`src/rtl/sem_mailbox_pkg.sv`:
```
// Shared constants for the semaphore mailbox between the two cpu instances.
package sem_mailbox_pkg;

  // Word width of the cpu semaphore path.
  localparam int unsigned DATA_WIDTH = 1;

  // Default mailbox depth: a power of two, at least 2.
  localparam int unsigned SEM_DEPTH = 4;

endpackage : sem_mailbox_pkg

```
`src/rtl/sem_mem.sv`:
```
// DEPTH x WIDTH register array: synchronous write, asynchronous read, cleared on reset.
module sem_mem #(
  parameter int unsigned WIDTH  = 1,
  parameter int unsigned DEPTH  = 4,
  parameter int unsigned ADDR_W = $clog2(DEPTH)
) (
  input  logic              clk,
  input  logic              rst,
  input  logic              we,
  input  logic [ADDR_W-1:0] waddr,
  input  logic [WIDTH-1:0]  wdata,
  input  logic [ADDR_W-1:0] raddr,
  output logic [WIDTH-1:0]  rdata
);

  logic [WIDTH-1:0] mem [DEPTH];

  // Storage update; reset wipes every entry so no stale word can surface.
  always_ff @(posedge clk or negedge rst) begin
    if (!rst) begin
      for (int i = 0; i < int'(DEPTH); i++) begin
        mem[i] <= '0;
      end
    end else if (we) begin
      mem[waddr] <= wdata;
    end
  end

  assign rdata = mem[raddr];

endmodule : sem_mem

```
`src/rtl/sem_mailbox.sv`:
```
// Show-ahead circular FIFO carrying semaphore words from a producer cpu to a consumer cpu.
module sem_mailbox
  import sem_mailbox_pkg::*;
#(
  parameter int unsigned DATA_WIDTH = sem_mailbox_pkg::DATA_WIDTH,
  parameter int unsigned DEPTH      = SEM_DEPTH,
  parameter int unsigned PTR_WIDTH  = $clog2(DEPTH)
) (
  input  logic                 clk,
  input  logic                 rst,
  input  logic [DATA_WIDTH-1:0] wr_data,
  input  logic                 wr_valid,
  output logic                 wr_space,
  output logic [DATA_WIDTH-1:0] rd_data,
  output logic                 rd_valid,
  input  logic                 rd_read,
  output logic [PTR_WIDTH:0]   count,
  output logic                 err_ovf,
  output logic                 err_unf,
  input  logic                 err_clr
);

  localparam int unsigned CNT_W = PTR_WIDTH + 1;

  logic [PTR_WIDTH-1:0] wr_ptr;
  logic [PTR_WIDTH-1:0] rd_ptr;
  logic                 is_full;
  logic                 is_empty;
  logic                 push;
  logic                 pop;

  assign is_full  = (count == CNT_W'(DEPTH));
  assign is_empty = (count == '0);

  // A full mailbox still accepts a word when the head leaves in the same cycle.
  assign pop  = rd_read && !is_empty;
  assign push = wr_valid && (!is_full || pop);

  // Pointer and occupancy tracking.
  always_ff @(posedge clk or negedge rst) begin
    if (!rst) begin
      wr_ptr <= '0;
      rd_ptr <= '0;
      count  <= '0;
    end else begin
      if (push) wr_ptr <= wr_ptr + PTR_WIDTH'(1);
      if (pop)  rd_ptr <= rd_ptr + PTR_WIDTH'(1);
      case ({push, pop})
        2'b10:   count <= count + CNT_W'(1);
        2'b01:   count <= count - CNT_W'(1);
        default: count <= count;
      endcase
    end
  end

  // Sticky error flags; a clear wins over a same-cycle set.
  always_ff @(posedge clk or negedge rst) begin
    if (!rst) begin
      err_ovf <= 1'b0;
      err_unf <= 1'b0;
    end else if (err_clr) begin
      err_ovf <= 1'b0;
      err_unf <= 1'b0;
    end else begin
      if (wr_valid && !push)   err_ovf <= 1'b1;
      if (rd_read && is_empty) err_unf <= 1'b1;
    end
  end

  sem_mem #(
    .WIDTH  (DATA_WIDTH),
    .DEPTH  (DEPTH),
    .ADDR_W (PTR_WIDTH)
  ) u_mem (
    .clk   (clk),
    .rst   (rst),
    .we    (push),
    .waddr (wr_ptr),
    .wdata (wr_data),
    .raddr (rd_ptr),
    .rdata (rd_data)
  );

  assign rd_valid = !is_empty;
  assign wr_space = !is_full;

endmodule : sem_mailbox

```
`config.mk`:
```
export PLATFORM = sky130hd
export DESIGN_NAME = sem_mailbox
export DESIGN_NICKNAME = d
export VERILOG_FILES = /design/src/rtl/sem_mailbox_pkg.sv /design/src/rtl/sem_mem.sv /design/src/rtl/sem_mailbox.sv
export SDC_FILE = /design/constraint.sdc
export NUM_CORES = 1
export LEC_CHECK = 0
export ABC_CLOCK_PERIOD_IN_PS = 3350
export BUFFER_PORTS_ARGS = -buffer_cell sky130_fd_sc_hd__buf_2
export CAP_MARGIN = 25
export CORE_AREA = 5 5 42 44
export CTS_BUF_LIST = sky130_fd_sc_hd__clkbuf_16
export CTS_CLUSTER_SIZE = 16
export DETAILED_ROUTE_END_ITERATION = 8
export DIE_AREA = 0 0 47 49
export HOLD_SLACK_MARGIN = 0.15
export PLACE_DENSITY = 0.79
export REMOVE_ABC_BUFFERS = 1
export SYNTH_ARGS = -nofsm -noshare
export SYNTH_HDL_FRONTEND = slang
export SYNTH_SLANG_ARGS = --single-unit
```
`constraint.sdc`:
```
create_clock -name clk -period 3.35 [get_ports clk]
set_input_delay 0 -clock clk [delete_from_list [all_inputs] [get_ports clk]]
set_output_delay 0 -clock clk [all_outputs]
set_load 0.02 [all_outputs]
```
* Word-level counts from Yosys, hierarchy flattened
Index checks and enable logic that the tools add are counted.
** Word-level totals
- Register bits :: 13
- Input port bits :: 6
- Output and inout bits :: 8
- Logic and storage cells :: 45
** Cells by class
- Add/subtract/negate cells :: 4
- $lt $le $gt $ge :: 3
- Equal/unequal tests :: 3
- Muxes and demuxes :: 11
- Bitwise operators :: 2
- Reductions and logical operators :: 13
** Operator list (number)
- 1-bit 2-to-1 mux :: 7
- 3-bit greater-or-equal comparator (second input constant) :: 2
- 2-bit inverter with 3-bit output :: 2
- 3-bit one-hot mux with 2 select lines :: 1
- 2-bit nonzero test :: 3
- 1-bit logical AND :: 5
- 2-bit by 1-bit adder with 2-bit output (second input constant) :: 2
- 4-bit bitwise mux :: 1
- 3-bit by 1-bit adder with 3-bit output (second input constant) :: 1
- 3-bit equality test (second input constant) :: 1
- 1-bit logical NOT :: 3
- 3-bit logical NOT :: 1
- 3-bit by 1-bit less-than comparator with 1-bit output (second input constant) :: 1
- 3-bit by 1-bit subtractor with 3-bit output (second input constant) :: 1
- 1-bit binary-select mux with 2-bit select :: 1
- 1-bit demux with 2-bit select :: 1
- 2-bit by 1-bit equality test with 1-bit output (second input constant) :: 1
- 2-bit equality test (second input constant) :: 1
- 1-bit logical OR :: 1

* Longest topological paths before layout
- Depth in word-level cells :: 9
- Depth in mapped cells :: 8
- Gate-level depth less buffers :: 8

* Modules after synthesis
From an unflattened synthesis, not the netlist that was laid out.
** Second synthesis, totals
- Cells, all modules :: 70
- Area, all modules :: 759.5 um^2
** Modules (own cells, without submodules)
- sem_mailbox :: instances 1, cells each 57, area each 559.3 um^2, seq. area each 225.2 um^2
- sem_mem :: instances 1, cells each 13, area each 200.2 um^2, seq. area each 100.1 um^2

* Worst setup path before layout
Ideal clock, no wire load.
- Path kind :: register to register
- From :: reg count[1]
- To :: reg count[2]
- Setup time :: 80 ps
- Arrival :: 2042 ps
- Data required time :: 3270 ps
- Slack :: 1227 ps
- Stages on the path, launching flop included :: 9
- Buffers on the path :: 0
- Clock period less this slack :: 2123 ps
- Path through :: dfrtp_1 > nor4b_4 > nand2b_4 > ha_1 > inv_1 > fa_1 > xor2_1 > nor2_1 > xor2_1
** On the way
- Longest elaborated chain between the ends :: 7
- Elaborated cells on any way between the ends :: 13
- Those cells by class :: 2 x add/sub; 3 x eq/ne; 1 x mux; 7 x reduce/logical
** RTL lines
- start, declared :: line sem_mailbox.sv:17 : output logic [PTR_WIDTH:0] count,
- start signal, assigned :: line sem_mailbox.sv:49 : 2'b10: count <= count + CNT_W'(1);
- start signal, assigned :: line sem_mailbox.sv:50 : 2'b01: count <= count - CNT_W'(1);
- start signal, assigned :: line sem_mailbox.sv:51 : default: count <= count;
- 3-bit logical NOT :: line sem_mailbox.sv:33 : assign is_empty = (count == '0);
- 1-bit logical NOT :: line sem_mailbox.sv:36 : assign pop = rd_read && !is_empty;
- 1-bit logical AND :: line sem_mailbox.sv:36
- 1-bit logical OR :: line sem_mailbox.sv:37 : assign push = wr_valid && (!is_full || pop);
- 1-bit logical AND :: line sem_mailbox.sv:37
- 2-bit by 1-bit equality test with 1-bit output / 2-bit equality test (equally long branches) :: line sem_mailbox.sv:48 : case ({push, pop})
- 3-bit one-hot mux with 2 select lines / 2-bit nonzero test (equally long branches)
Several ways; a longest one is shown, not always the timed one.
A chain may end at the register's enable or synchronous reset.

* Worst setup path in the final report
- From :: reg count[0]
- To :: reg count[2]
Same word-level chain as after synthesis.

==> summary.txt <==
Routing
  – Drt total wl: 1210 µm
  – Detailed-router iteration count before antenna repair: 2
  – Initial DRC Count: 2
  – DRC: 0
  – Post-DR vias/cell: 4.745
  – Routed vias: 465
  – WL/cell: 12.35 µm
  – Remaining antenna violation count: 0

Critical path
  – Crit path top cell by count: xor2_1
  – Setup CP Type: register to register
  – Req. time, crit path: 3.51 ns
  – RR Startpoint: count[0]$_DFFE_PN0P_
  – R2r endpoint: count[2]$_DFFE_PN0P_
  – Critical path peak fanout: 7
  – CP Cell Sequence: nor4b_4 -> nand2b_4 -> ha_1 -> inv_1 -> fa_1 -> xor2_1 -> nor2_1 -> xor2_1
  – Worst setup EP type: register
  – Startpoint Class: register
  – CP max stage cell: dfrtp_1
  – FF-to-FF setup slack: 1.15 ns
  – Cells on worst reg2reg path: 8
  – Critical path's largest stage delay: 0.46 ns
  – CP arrival: 2.35 ns

Finish
  – Most frequent cells in the layout: dfrtp_1 (13), buf_2 (13), inv_1 (8), nor2_1 (8)
  – Fill cell total of the finished layout: 113
  – Share of layout cells above drive strength 1: 25.61%
  – Area grow syn2layout: 32.08%
  – Final net count: 95
  – Final cell utilization of the core: 65.80%
  – Ant diodes: 0

Floorplanning
  – Die Area: 2303 µm²
  – Core box area: 1401 µm²
  – Ports: 14
  – Row count: 14
  – Die span in y: 49 µm
  – Initial Util: 49.82%
  – Chip width: 47 µm

Placement
  – Hpwl dp: 876.9 µm
  – Pre-CTS setup slack: 1.180 ns
  – PortBufs: 13
  – GP Congestion: 0.7059

Timing
  – Crit path time final: 2.196 ns
  – # setup viols final: 0
  – Achievable Freq: 0.4553 GHz
  – Hold Vio Cnt, Final: 0
  – Unrepaired setup endpoints after global routing: no
  – Final Cycle Share: 65.56%
  – Worst Skew: 0.002482 ns
  – Max transition margin: 77.87%
  – Final Max Tran Viols: 0
  – Pin slew with the least headroom to its limit: 0.3305 ns
  – Fin Setup TNS: 0 ns
  – Setup ws final: 1.154 ns

Synth
  – Main combinational cell family by area after synthesis: simple AND/OR/NAND/NOR gates
  – Avg Cell Area, Syn: 11.83 µm²
  – Mapped Cells: 59
  – Complex-gate fraction of the synthesized area: 3.405%
  – Cell taking the most area after synthesis: dfrtp_1
  – Register bit total from synthesis: 13
  – Adder-Cell Fraction of Synth Area: 11.83%
  – Yosys top cell area share: 46.59%
  – Multiplexer share of the synthesized area: 13.26%
  – Seq/Total Area, Yosys: 46.59%
  – XOR/XNOR share of the synthesized area: 7.527%
  – Synth top area cells: dfrtp_1 (47%), ha_1 (9.0%), mux2_1 (6.5%)
  – Syn Std Cell Area: 698.2 µm²
  – Library cells used by synthesis: 18
  – Synth warn: 0
  – Simple-gate share of the synthesized area: 13.62%

Pwr
  – Total power draw: 0.8848 mW
  – Pleak: 0.4605 nW
  – Power density cells: 959.5 nW/µm²
  – Maximum VDD drop: 0.0004912 V

GRT
  – Initial antenna violation count: 0
  – Largest net degree at the start of global routing: 14
  – Global-route wire length before repair: 2007 µm
  – Global-route usage over all layers: 11.68%
  – Congestion Overflow GR: 0
  – Number of global-route vias before repair: 460

Clock network
  – H-Tree Depth: 1
  – Num CTS Buffers: 3
  – Root Driver: clkbuf_16
  – CTS tree: built
  – Post CTS Setup Buffer Count: 0
  – CTS sink count: 13
  – Clock-pin slew on the worst setup and hold paths: 0.05 ns
  – Clk buf depth: 2
  – Worst skew pair latency: 0.24 ns

Min path
  – Hold WC Path Type: input port to async pin

Job
  – Max Cap Viol: 0

Status
  – Outcome: completed
## registers in the layout, indices dropped and copies added, names as in the netlist
register,count
err_ovf,1
wr_ptr,2
u_mem.mem,4
count,3
err_unf,1
rd_ptr,2
## power by group
group / total, mW / switching [mW] / internal [mW]
clock network: 0.219 / 0.0621 / 0.157
registers: 0.312 / 0.0788 / 0.233
logic: 0.354 / 0.178 / 0.176
## per-layer routing
| layer | up-vias | routed length [µm] | part of all wire (%) | global-route usage [%] |
|---|---|---|---|---|
| li1 | 240 | - | - | - |
| met5 | - | 0 | 0 | 0 |
| met1 | 218 | 577 | 48 | 16.28 |
| met2 | 7 | 580 | 48 | 18.33 |
| met3 | 0 | 52 | 4.3 | 3.321 |
| met4 | 0 | 0 | 0 | 1.382 |
## per-stage QoR
| stage | instances | instance area [µm²] | hold WS, ns |
|---|---|---|---|
| final | 98 | 922.1 | 0.1801 |
| after global routing | 98 | 922.1 | 0.2248 |
| after CTS | 98 | 922.1 | 0.1937 |
| after detailed placement | 88 | 783.3 | -0.09151 |
| after global placement | 88 | 783.3 | -0.1035 |
| after floorplan | 59 | 698.2 | -0.2956 |
## timing repair
item	4_1_cts	5_1_grt
endpoints found under the hold margin	20	0
hold buffers	6	0
gates resized for setup	0	0
## cell type report
type                       instances  area, µm²  share of cell area, %
timing repair buffer              19      125.1                  13.57
clock buffer                       3      75.07                  8.141
inverter                           7      26.28                  2.849
clock inverter                     1      3.754                 0.4071
sequential                        13      325.3                  35.28
tap                               16      20.02                  2.171
multi-input combinational         39      346.6                  37.58
## worst max-delay path by stage
stage	start	to	slack, ns	cells past startpoint
after CTS	count[0]$_DFFE_PN0P_	count[2]$_DFFE_PN0P_	1.13	8
after global routing	count[0]$_DFFE_PN0P_	count[2]$_DFFE_PN0P_	0.93	8
final	count[0]$_DFFE_PN0P_	count[2]$_DFFE_PN0P_	1.15	8
after detailed placement	count[0]$_DFFE_PN0P_	count[2]$_DFFE_PN0P_	1.18	8
after floorplan	count[1]$_DFFE_PN0P_	count[2]$_DFFE_PN0P_	1.23	8
after global placement	count[0]$_DFFE_PN0P_	count[2]$_DFFE_PN0P_	1.21	8
## critical path, delay by kind of cell (launching register included)
| family | cells | cell delay, ns |
|---|---|---|
| simple gates | 3 | 0.73 |
| fa+ha+maj | 2 | 0.55 |
| flops | 1 | 0.46 |
| xor+xnor | 2 | 0.31 |
| buf+inv | 1 | 0.06 |
## logic make-up (layout without fill, tap and decap cells)
kind of cell | count (synthesis) | count (layout)
flip-flops | 13 | 13
adder cells (fa/ha/maj) | 6 | 6
buffers and inverters | 7 | 30
XOR/XNOR | 6 | 6
AO/OA/AOI/OAI | 3 | 3
multiplexers | 7 | 7
AND/OR/NAND/NOR | 17 | 17
## synth_stat cells
| master | count |
|---|---|
| nor3_1 | 1 |
| xnor2_1 | 3 |
| ha_1 | 5 |
| mux2_4 | 1 |
| nor2_1 | 8 |
| inv_1 | 7 |
| mux2i_1 | 1 |
| nor4b_4 | 1 |
| a21oi_1 | 1 |
| a41oi_1 | 1 |
| xor2_1 | 3 |
| fa_1 | 1 |
| mux4_2 | 1 |
| nand2_1 | 6 |
| o31a_2 | 1 |
| dfrtp_1 | 13 |
| mux2_1 | 4 |
| nand2b_4 | 1 |
No activity file was read; power rests on OpenSTA's default activity.
